**config.mk**
```make
export PLATFORM = sky130hd
export DESIGN_NAME = gtech_scan_ctrl
export DESIGN_NICKNAME = d
export VERILOG_FILES = /design/src/rtl/gtech_scan_ctrl.sv
export SDC_FILE = /design/constraint.sdc
export NUM_CORES = 1
export LEC_CHECK = 0
export CAP_MARGIN = 20
export CORE_MARGIN = 1
export CORE_UTILIZATION = 59
export DETAILED_ROUTE_END_ITERATION = 10
export DONT_BUFFER_PORTS = 1
export GPL_TIMING_DRIVEN = 0
export PLACE_DENSITY_LB_ADDON = 0.25
export RECOVER_POWER = 50
export SKIP_CTS_REPAIR_TIMING = 1
export SYNTH_ARGS = -nofsm -noshare
export SYNTH_HDL_FRONTEND = slang
export SYNTH_SLANG_ARGS = --single-unit
export TNS_END_PERCENT = 10
```
**constraint.sdc**
```tcl
create_clock -name i_cp -period 3.6 [get_ports i_cp]
set_input_delay 0.54 -clock i_cp [delete_from_list [all_inputs] [get_ports i_cp]]
set_output_delay 0.54 -clock i_cp [all_outputs]
set_load 0.005 [all_outputs]
```
**src/rtl/gtech_scan_ctrl.sv**
```systemverilog
// Scan-chain driver: loads a pattern through TE/TI, runs CAP_CYCLES functional edges,
// then unloads the chain via SO. Optional compare against EXP with SCAN_CTRL_CMP_EN.
module gtech_scan_ctrl #(
  parameter int unsigned CHAIN_LEN  = 8,
  parameter int unsigned CAP_CYCLES = 1
) (
  input  logic                 i_cp,
  input  logic                 i_rst,
  input  logic                 i_start,
  input  logic [CHAIN_LEN-1:0] i_pat,
`ifdef SCAN_CTRL_CMP_EN
  input  logic [CHAIN_LEN-1:0] i_exp,
  output logic                 o_mismatch,
  output logic [CHAIN_LEN-1:0] o_errmap,
`endif
  output logic                 o_busy,
  output logic                 o_done,
  output logic [CHAIN_LEN-1:0] o_result,
  output logic                 o_te,
  output logic                 o_ti,
  input  logic                 i_so
);

  localparam int unsigned CNT_W = $clog2(CHAIN_LEN + 1);
  localparam int unsigned CAP_W = $clog2(CAP_CYCLES + 1);

  typedef enum logic [2:0] {S_IDLE, S_LOAD, S_CAPT, S_UNLD, S_DONE} state_t;

  state_t               r_state, w_state_nx;
  logic [CNT_W-1:0]     r_cnt, w_cnt_nx;
  logic [CAP_W-1:0]     r_cap, w_cap_nx;
  logic [CHAIN_LEN-1:0] r_shift, w_shift_nx;
  logic [CHAIN_LEN-1:0] r_result, w_result_nx;
  logic                 r_te, w_te_nx;
  logic                 r_ti, w_ti_nx;
  logic                 r_busy, w_busy_nx;
  logic                 r_done, w_done_nx;
  logic                 w_accept;
  logic [CHAIN_LEN-1:0] w_shr;
  logic [CHAIN_LEN-1:0] w_unld;

  // One register serves as the load pattern source and then as the unload collector.
  assign w_shr = r_shift >> 1;
  always_comb begin
    w_unld                = w_shr;
    w_unld[CHAIN_LEN-1]   = i_so;
  end

  always_comb begin
    w_state_nx  = r_state;
    w_cnt_nx    = r_cnt;
    w_cap_nx    = r_cap;
    w_shift_nx  = r_shift;
    w_result_nx = r_result;
    w_te_nx     = 1'b0;
    w_ti_nx     = 1'b0;
    w_busy_nx   = r_busy;
    w_done_nx   = 1'b0;
    w_accept    = 1'b0;
    case (r_state)
      S_IDLE: begin
        if (i_start) begin
          w_accept   = 1'b1;
          w_state_nx = S_LOAD;
          w_cnt_nx   = '0;
          w_shift_nx = i_pat >> 1;
          w_te_nx    = 1'b1;
          w_ti_nx    = i_pat[0];
          w_busy_nx  = 1'b1;
        end
      end
      S_LOAD: begin
        if (r_cnt == CNT_W'(CHAIN_LEN - 1)) begin
          w_state_nx = S_CAPT;
          w_cnt_nx   = '0;
          w_cap_nx   = '0;
        end else begin
          w_cnt_nx   = r_cnt + CNT_W'(1);
          w_te_nx    = 1'b1;
          w_ti_nx    = r_shift[0];
          w_shift_nx = w_shr;
        end
      end
      S_CAPT: begin
        if (r_cap == CAP_W'(CAP_CYCLES - 1)) begin
          w_state_nx = S_UNLD;
          w_cap_nx   = '0;
          w_cnt_nx   = '0;
          w_te_nx    = 1'b1;
        end else begin
          w_cap_nx   = r_cap + CAP_W'(1);
        end
      end
      S_UNLD: begin
        w_shift_nx = w_unld;
        if (r_cnt == CNT_W'(CHAIN_LEN - 1)) begin
          w_state_nx  = S_DONE;
          w_cnt_nx    = '0;
          w_result_nx = w_unld;
          w_busy_nx   = 1'b0;
          w_done_nx   = 1'b1;
        end else begin
          w_cnt_nx    = r_cnt + CNT_W'(1);
          w_te_nx     = 1'b1;
        end
      end
      S_DONE:  w_state_nx = S_IDLE;
      default: w_state_nx = S_IDLE;
    endcase
  end

  always_ff @(posedge i_cp or posedge i_rst) begin
    if (i_rst) begin
      r_state  <= S_IDLE;
      r_cnt    <= '0;
      r_cap    <= '0;
      r_shift  <= '0;
      r_result <= '0;
      r_te     <= 1'b0;
      r_ti     <= 1'b0;
      r_busy   <= 1'b0;
      r_done   <= 1'b0;
    end else begin
      r_state  <= w_state_nx;
      r_cnt    <= w_cnt_nx;
      r_cap    <= w_cap_nx;
      r_shift  <= w_shift_nx;
      r_result <= w_result_nx;
      r_te     <= w_te_nx;
      r_ti     <= w_ti_nx;
      r_busy   <= w_busy_nx;
      r_done   <= w_done_nx;
    end
  end

`ifdef SCAN_CTRL_CMP_EN
  logic [CHAIN_LEN-1:0] r_exp;
  logic                 r_mismatch;
  logic [CHAIN_LEN-1:0] r_errmap;

  // Compare results are refreshed together with RESULT so both appear in the DONE cycle.
  always_ff @(posedge i_cp or posedge i_rst) begin
    if (i_rst) begin
      r_exp      <= '0;
      r_mismatch <= 1'b0;
      r_errmap   <= '0;
    end else begin
      if (w_accept) r_exp <= i_exp;
      if (w_done_nx) begin
        r_mismatch <= (w_result_nx != r_exp);
        r_errmap   <= w_result_nx ^ r_exp;
      end
    end
  end

  assign o_mismatch = r_mismatch;
  assign o_errmap   = r_errmap;
`endif

  assign o_busy   = r_busy;
  assign o_done   = r_done;
  assign o_result = r_result;
  assign o_te     = r_te;
  assign o_ti     = r_ti;

endmodule

```
=== Word level (Yosys, flattened, before mapping) ===
Index checks and enable logic that the tools add are counted.

* Register bits: 28
* Output and inout bits: 12
* Logic and storage cells: 58

* $add $sub $neg: 2
* Equal/unequal tests: 9
* Muxes and demuxes: 26
* Reductions and logical operators: 12

{| class="wikitable"
|+ Operators by type and width
! cell !! count
|-
| $pmux W8 S3 || 1
|-
| $mux W8 || 2
|-
| $mux W3 || 4
|-
| $mux W4 || 3
|-
| $pmux W3 S4 || 1
|-
| $pmux W4 S3 || 1
|-
| $mux W1 || 10
|-
| $ne A2 B2 Y1 const B || 5
|-
| $reduce_and A3 Y1 || 3
|-
| $eq A3 B2 Y1 const B || 2
|-
| $pmux W1 S2 || 3
|-
| $reduce_bool A3 Y1 || 2
|-
| $add A4 B1 Y4 const B || 1
|-
| $eq A4 B3 Y1 const B || 1
|-
| $reduce_and A2 Y1 || 2
|-
| $reduce_and A4 Y1 || 1
|-
| $reduce_bool A2 Y1 || 2
|-
| $eq A3 B1 Y1 const B || 1
|-
| $logic_not A3 Y1 || 1
|-
| $pmux W1 S3 || 1
|-
| $reduce_or A2 Y1 || 1
|-
| $add A1 B1 Y1 const B || 1
|}

=== Depth between registers and ports, before layout ===
Gate-level depths: netlist of run 1.

* Depth in word-level cells: 4
* Gate-level depth with buffers: 5

=== Worst setup path after synthesis of run 1 ===
Ideal clock, no wire load.

* Path type: reg-to-reg
* From: reg r_cnt[0]
* To: reg r_result[0] (netlist: o_result[0])
* Setup time: 0.125 ns
* Arrival time: 1.488 ns
* Data required time: 3.475 ns
* Setup slack: 1.987 ns
* Stages on the path, launching flop included: 5
* Path buffers: 0
* Cells stage by stage: dfrtp_1 -> ha_1 -> nand3b_1 -> nor3_4 -> mux2_2

* Cells in the longest elaborated chain, start to end: 2

{| class="wikitable"
|+ Ends and longest elaborated chain
! what !! RTL line !! source
|-
| start, declared || 30 || <nowiki>logic [CNT_W-1:0] r_cnt, w_cnt_nx;</nowiki>
|-
| start signal, assigned || 125 || <nowiki>r_cnt <= w_cnt_nx;</nowiki>
|-
| $eq A4 B3 Y1 || 96 || <nowiki>if (r_cnt == CNT_W'(CHAIN_LEN - 1)) begin</nowiki>
|-
| $reduce_and A2 Y1 (no line) || -- ||
|-
| end signal, assigned || 128 || <nowiki>r_result <= w_result_nx;</nowiki>
|-
| end, declared || 33 || <nowiki>logic [CHAIN_LEN-1:0] r_result, w_result_nx;</nowiki>
|}

No other way between the ends.
A chain may end at the register's enable or synchronous reset.

=== Worst setup path after layout of run 1 ===
* From: reg r_cnt[0]
* To: reg r_result[2] (netlist: o_result[2])

Same word-level chain as after synthesis.

==> qor.log, run 1 <==
qor: sta.final.min_clock_period 1.86 ns
qor: global_route.grt_first_pass_wirelength 3020 µm
qor: sta.timing.clock.skew 0.00412 ns
qor: floorplan.dieArea 0.00220 mm²
qor: worst_hold_path.hold_class in -> async
qor: clocking.cts_made_buffers 3
qor: critical_path.crit_buf_inv 0
qor: critical_path.critical_path.startpoint_type register
qor: critical_path.crit_family simple AND/OR/NAND/NOR gates
qor: critical_path.arrival 2.08 ns
qor: critical_path.critical_path.max_stage_delay 0.49 ns
qor: global_route.groute.usage.overall 20.0%
qor: drt.drt_wl_total 1890 µm
qor: drt.drc_errors 0
qor: global_route.grt_start_max_net_pins 28
qor: drt.drt.antenna.violating_nets 0
qor: sta.worst_slew_pin_slew 0.976 ns
qor: clocking.ctsRootBufferMaster sky130_fd_sc_hd__clkbuf_4
qor: layout.num-nets-final 107
qor: floorplan.design.core.area 0.00180 mm²
qor: sta.timing.final.crit_share 51.5%
qor: sta.final-max-slew-violation-count 0
qor: sta.worst_slew_margin_rel 34.9%
qor: critical_path.cp_data_required_time 3.82 ns
qor: power_and_ir_drop.cellPowerDensity 833 mW/mm²
qor: synthesis.yosys_most_used_dff sky130_fd_sc_hd__dfrtp_1
qor: synthesis.synth_nets 102
qor: clocking.ctsHtreeMaxLevel 1
qor: layout.share_of_cells_above_drive_strength_1 32.3%
qor: floorplan.boundaryPins 24
qor: floorplan.floorplan.rows 15
qor: critical_path.critical_path.max_fanout 10
qor: sta.finalSetupTns 0 ns
qor: critical_path.standard_cell_with_the_maximum_stage_delay_on_the_critical_path sky130_fd_sc_hd__nor3_4
qor: clocking.max-clock-path-buffers 2
qor: synthesis.number_of_synthesized_flops_with_an_enable_pin 0
qor: power_and_ir_drop.p_leak 0.562 nW
qor: global_route.grt_antenna_before_repair 0
qor: place.dp_hpwl 1340 µm
qor: drt.dr.pass1.iters 5
qor: clocking.cts_tree built
qor: drt.dr_total_vias 705
qor: clocking.worstSkewPairLatency 0.32 ns
qor: clocking.clock_sink_count 27
qor: drt.drtIter0Drc 12
qor: synthesis.syn_area 0.00119 mm²
qor: sta.report.final.hold_viol_count 0
qor: sta.final.hold.worst_slack 0.315 ns
qor: floorplan.die_width 47.0 µm
qor: sta.finalSetupViolCount 0
qor: place.port_buffers 0
qor: place.final_weighted_congestion_in_routability_driven_placement 0.800
qor: critical_path.type_of_element_capturing_the_critical_path register
qor: synthesis.synth_warnings 0
qor: drt.vias_per_cell 5.97
qor: outcome.outcome complete, no violations
qor: sta.timing.fmax 539 MHz
qor: sta.grt_setup_unrepaired false
qor: synthesis.synth_sequential_area_ratio 56.7%
qor: layout.most_common_library_cell_in_the_layout_ignoring_fill_and_taps sky130_fd_sc_hd__dfrtp_1
qor: critical_path.worstPathCellList ha_1, nand3b_1, nor3_4, mux2_2
qor: synthesis.asyncSetResetFlopFracSynth 100%
qor: synthesis.synth.ff_latch_count 27
qor: flow_run.timing.max_cap.violations 0
qor: drt.wl_per_cell 16.0 µm
qor: layout.area_growth_syn_to_layout 4.93%
qor: critical_path.critPathKind reg -> reg
qor: floorplan.die_h 47.0 µm
qor: clocking.clk_pin_slew 0.14 ns
qor: layout.most-common-layout-cells sky130_fd_sc_hd__dfrtp_1 (27), sky130_fd_sc_hd__mux2_2 (20), sky130_fd_sc_hd__inv_1 (4)
qor: power_and_ir_drop.power.ir.vdd_worst 0.513 mV
qor: global_route.via_count_of_the_first_global_routing_pass 740
qor: synthesis.post_synth.cell_area_avg 13.4 µm²
qor: synthesis.synth_cell_type_count 28
qor: synthesis.syn-instance-count 89
qor: floorplan.initial_utilization 66.2%
qor: global_route.grt-ovfl-total 0
qor: layout.ant_diodes 0
worst register-to-register path, stage by stage (launching register included):
cell and delay [ns]:
sky130_fd_sc_hd__dfrtp_1 0.42, sky130_fd_sc_hd__ha_1 0.24, sky130_fd_sc_hd__nand3b_1 0.22, sky130_fd_sc_hd__nor3_4 0.49, sky130_fd_sc_hd__mux2_2 0.39
sequential cells by signal, indices dropped and copies added (netlist names):
register / flops
o_result: 8
r_shift: 8
r_cnt: 4
r_state: 3
o_busy: 1
o_done: 1
o_te: 1
o_ti: 1
synth_stat cells, types with 2 or more instances:
| library cell | number | area, µm² |
|---|---|---|
| sky130_fd_sc_hd__mux2_2 | 20 | 225 |
| sky130_fd_sc_hd__o21ai_0 | 3 | 15.0 |
| sky130_fd_sc_hd__nand2_1 | 3 | 11.3 |
| sky130_fd_sc_hd__nor2_1 | 2 | 7.51 |
| sky130_fd_sc_hd__a22o_1 | 2 | 17.5 |
| sky130_fd_sc_hd__dfrtp_1 | 27 | 676 |
| sky130_fd_sc_hd__nor2b_1 | 2 | 12.5 |
| sky130_fd_sc_hd__nor3_1 | 2 | 10.0 |
| sky130_fd_sc_hd__buf_2 | 2 | 10.0 |
| sky130_fd_sc_hd__nand2b_1 | 2 | 12.5 |
| sky130_fd_sc_hd__mux2_1 | 2 | 22.5 |
| sky130_fd_sc_hd__nand3_1 | 3 | 15.0 |
| sky130_fd_sc_hd__inv_1 | 4 | 15.0 |
final timing paths:
kind	startpoint	to	slack, ns	cells past startpoint
hold / removal	i_rst	o_result[1]	0.31	1
setup / recovery	r_cnt[0]	o_result[2]	1.74	4
setup reg to reg	r_cnt[0]	o_result[2]	1.74	4
hold reg to reg	r_cnt[3]	r_cnt[3]	0.53	1
max in group asynchronous	i_rst	r_cnt[1]	2.69	1
min in group i_cp	i_so	o_result[7]	0.35	1
per-stage QoR:
| step | std cells | power (mW) | instance area [µm²] | setup slack, ns | util [%] |
|---|---|---|---|---|---|
| 4_1_cts | 118 | 1.05 | 1250 | 1.72 | 69.4 |
| 3_3_place_gp | 114 | 0.899 | 1220 | 1.75 | 67.9 |
| 6_report | 118 | 1.04 | 1250 | 1.74 | 69.4 |
| 3_5_place_dp | 114 | 0.926 | 1220 | 1.75 | 67.9 |
| 5_1_grt | 118 | 1.12 | 1250 | 1.60 | 69.4 |
| 2_1_floorplan | 89 | 0.845 | 1190 | 1.99 | - |
area by class of cell:
type	count	area, µm²
Fill cell	146	551
Multi-Input combinational cell	55	480
Inverter	4	15.0
Clock inverter	1	5.00
Sequential cell	27	676
Clock buffer	3	22.5
Tap cell	25	31.3
Buffer	3	21.3
logic make-up after synthesis:
| logic type | synth area share [%] |
|---|---|
| compound gates | 7.34 |
| xor+xnor | 0.735 |
| fa+ha+maj | 1.05 |
| buf+inv | 3.04 |
| flops | 56.7 |
| mux | 21.6 |
| simple gates | 9.55 |
layer usage:
layer,wire (µm),track usage [%],part of all wire [%],up-vias
li1,-,-,-,328
met1,836,24.3,44,352
met2,931,33.9,49,23
met3,95,3.85,5.0,2
met4,22,10.3,1.2,0
met5,0,0,0,-
power by group:
group / leakage (nW) / total, mW / internal, mW / switching, mW
clock: 0.0177 / 0.126 / 0.0416 / 0.0849
combinational: 0.217 / 0.380 / 0.213 / 0.167
sequential: 0.328 / 0.535 / 0.438 / 0.0972
(Power assumes the default switching activity.)
==> run 2: changes to the inputs <==
Clock period 3.6 ns to 1.9 ns, I/O delays scaled along.
==> run 2 against run 1 <==
  * Register-to-register slack got worse by 1.6 ns
  * Flip-flop and latch count unchanged
  * Via count increased by 3.1%
  * Fmax increased by 4.9%
  * Clock power increased by 90%
  * Largest cell class unchanged
  * Sequential power increased by 91%
  * First-iteration DRC count decreased by 33%
  * Clock skew about the same
  * Die area unchanged
  * Critical endpoint is now r_shift[4]
  * Sequential share of layout area decreased by 1.3 points
==> qor.log, run 2 (synthesized netlist as in run 1, its figures left out) <==
qor: critical_path.timing.rr.end r_shift[4]
qor: clocking.cts_tree built
qor: place.port_buffers 0 [unchanged]
qor: place.post-place-cells 114 [unchanged]
qor: layout.final-instance-count-excl-fill 119 [+0.85%]
qor: global_route.groute.usage.overall 20.0% [unchanged]
qor: sta.report.final.hold_viol_count 0 [unchanged]
qor: critical_path.timing.critical_path.from r_cnt[0]
qor: critical_path.cp_data_required_time 2.12 ns [-1.70 ns]
qor: layout.most_common_library_cell_in_the_layout_ignoring_fill_and_taps sky130_fd_sc_hd__dfrtp_1
qor: sta.worst_slew_pin_slew 0.973 ns [-0.00300 ns]
qor: sta.finalSetupViolCount 0 [unchanged]
qor: floorplan.dieArea 0.00220 mm² [unchanged]
qor: drt.vias_per_cell 6.11 [+2.3%]
qor: clocking.ctsRootBufferMaster sky130_fd_sc_hd__clkbuf_4
qor: floorplan.die_width 47.0 µm [unchanged]
qor: drt.dr_total_vias 727 [+3.1%]
qor: critical_path.critPathKind reg -> reg
qor: power_and_ir_drop.p_leak 0.570 nW [+1.4%]
qor: critical_path.critical_path.reg2reg.startpoint r_cnt[0]
qor: clocking.max-clock-path-buffers 2 [unchanged]
qor: flow_run.timing.max_cap.violations 0 [unchanged]
qor: drt.wl_per_cell 16.0 µm [+0.37%]
qor: global_route.grt_first_pass_wirelength 3020 µm [unchanged]
qor: clocking.worstSkewPairLatency 0.32 ns [about the same]
qor: power_and_ir_drop.internal_power 1.33 mW [+91%]
qor: power_and_ir_drop.power.ir.vdd_worst 0.972 mV [+89%]
qor: sta.timing.clock.skew 0.00370 ns [-0.000427 ns]
qor: floorplan.initial_utilization 66.2% [unchanged]
qor: power_and_ir_drop.power.share.clock 12.0% [about the same]
qor: power_and_ir_drop.cellPowerDensity 1560 mW/mm² [+87%]
qor: layout.num-nets-final 108 [+0.93%]
qor: drt.dr.max_layer_used met4
qor: clocking.cts_made_buffers 3 [unchanged]
qor: global_route.grt_antenna_before_repair 0 [unchanged]
qor: worst_hold_path.hold_class in -> async
qor: drt.wirelength_met1 827 µm [-1.1%]
qor: floorplan.design.core.area 0.00180 mm² [unchanged]
qor: critical_path.reg2reg_slack 0.13 ns [-1.61 ns]
qor: critical_path.critical_path.max_fanout 8 [-2]
qor: drt.route.met2.wl 933 µm [+0.21%]
qor: sta.worst_slew_margin_rel 35.1% [+0.20 points]
qor: sta.timing.final.crit_share 93.2% [+42 points]
qor: drt.drc_errors 0 [unchanged]
qor: floorplan.boundaryPins 24 [unchanged]
qor: sta.timing.fmax 565 MHz [+4.9%]
qor: critical_path.arrival 1.99 ns [-0.09 ns]
qor: drt.detailroute.wirelength.met3 114 µm [+20%]
qor: drt.dr.pass1.iters 4 [-1]
qor: power_and_ir_drop.pwr-share-seq 50.9% [-0.5 points]
qor: layout.stdcell_area 0.00128 mm² [+2.5%]
qor: sta.finalSetupTns 0 ns [unchanged]
qor: floorplan.die_h 47.0 µm [unchanged]
qor: layout.share_of_cells_above_drive_strength_1 33.0% [+0.72 points]
qor: critical_path.critical_path.startpoint_type register
qor: clocking.clk_pin_slew 0.14 ns [about the same]
qor: drt.drt.antenna.violating_nets 0 [unchanged]
qor: global_route.grt-ovfl-total 0 [unchanged]
qor: place.dpl-instance-area 0.00122 mm² [unchanged]
qor: sta.final.min_clock_period 1.77 ns [-0.0859 ns]
qor: drt.drtIter0Drc 8 [-4]
qor: critical_path.r2r.worst_path.cells 4 [unchanged]
qor: place.final_weighted_congestion_in_routability_driven_placement 0.800 [unchanged]
qor: sta.final-max-slew-violation-count 0 [unchanged]
qor: sta.grt_setup_unrepaired false
qor: layout.final_core_utilization 71.2% [+1.7 points]
qor: power_and_ir_drop.power_switching 0.676 mW [+94%]
qor: layout.area_growth_syn_to_layout 7.56%
qor: drt.drt_wl_total 1910 µm [+1.2%]
qor: power_and_ir_drop.switching_share 33.8% [+0.25 points]
qor: power_and_ir_drop.power_frac_comb 37.0% [+0.5 points]
qor: clocking.clock_sink_count 27 [unchanged]
qor: outcome.outcome complete, no violations
qor: global_route.grt_start_max_net_pins 28 [unchanged]
qor: power_and_ir_drop.post-layout-total-power 2.00 mW [+92%]
qor: clocking.ctsHtreeMaxLevel 1 [unchanged]
qor: layout.most-common-layout-cells sky130_fd_sc_hd__dfrtp_1 (27), sky130_fd_sc_hd__mux2_2 (20), sky130_fd_sc_hd__inv_1 (4)
qor: critical_path.type_of_element_capturing_the_critical_path register
qor: floorplan.floorplan.rows 15 [unchanged]
qor: place.dp_hpwl 1340 µm [unchanged]
qor: critical_path.worstSetupEndpoint r_shift[4]
qor: layout.ant_diodes 0 [unchanged]
qor: global_route.via_count_of_the_first_global_routing_pass 740 [unchanged]
[run 2: power by group through the flow]
stage	Combinational, mW	Clock (mW)	Sequential [mW]
global placement	0.687	0	1.02
detailed placement	0.721	0	1.03
finish	0.742	0.240	1.02
global route	0.823	0.272	1.06
CTS	0.727	0.252	1.02
floorplan	0.620	0	0.981
[run 2: critical path: stages, from the launching register on]
cell and delay, ns:
sky130_fd_sc_hd__dfrtp_1 0.42, sky130_fd_sc_hd__ha_1 0.25, sky130_fd_sc_hd__nand4b_1 0.23, sky130_fd_sc_hd__o221ai_4 0.39, sky130_fd_sc_hd__mux2_2 0.38
[run 2: through the flow]
step           hold WS, ns  setup WS (ns)
5_1_grt             0.0799         0.0478
6_report            0.0581          0.130
3_5_place_dp         0.431         0.0475
2_1_floorplan        0.338          0.287
3_3_place_gp         0.422         0.0523
4_1_cts             0.0844         0.0188
[run 2: area by class of cell]
type	instances	area, µm²
flip-flops and latches	27	676
fillers	139	519
multi-input cells	55	492
well taps	25	31.3
clock buffers	3	22.5
plain buffers	3	21.3
repair buffers	1	20.0
inverters	4	15.0
clock inverters	1	5.00
[run 2: metal layers]
layer,global-route usage (%),up-vias
met3,3.85,4
met5,0,-
li1,-,334
met1,24.3,354
met4,10.3,0
met2,33.9,35
[run 2: how the worst min path moves through the flow]
stage / startpoint / endpoint / slack [ns] / cells past startpoint
global route: i_so / o_result[7] / 0.08 / 1
global placement: i_so / o_result[7] / 0.42 / 1
floorplan: i_rst / o_busy / 0.34 / 1
CTS: i_so / o_result[7] / 0.08 / 1
detailed placement: i_so / o_result[7] / 0.43 / 1
finish: i_rst / o_result[1] / 0.06 / 1
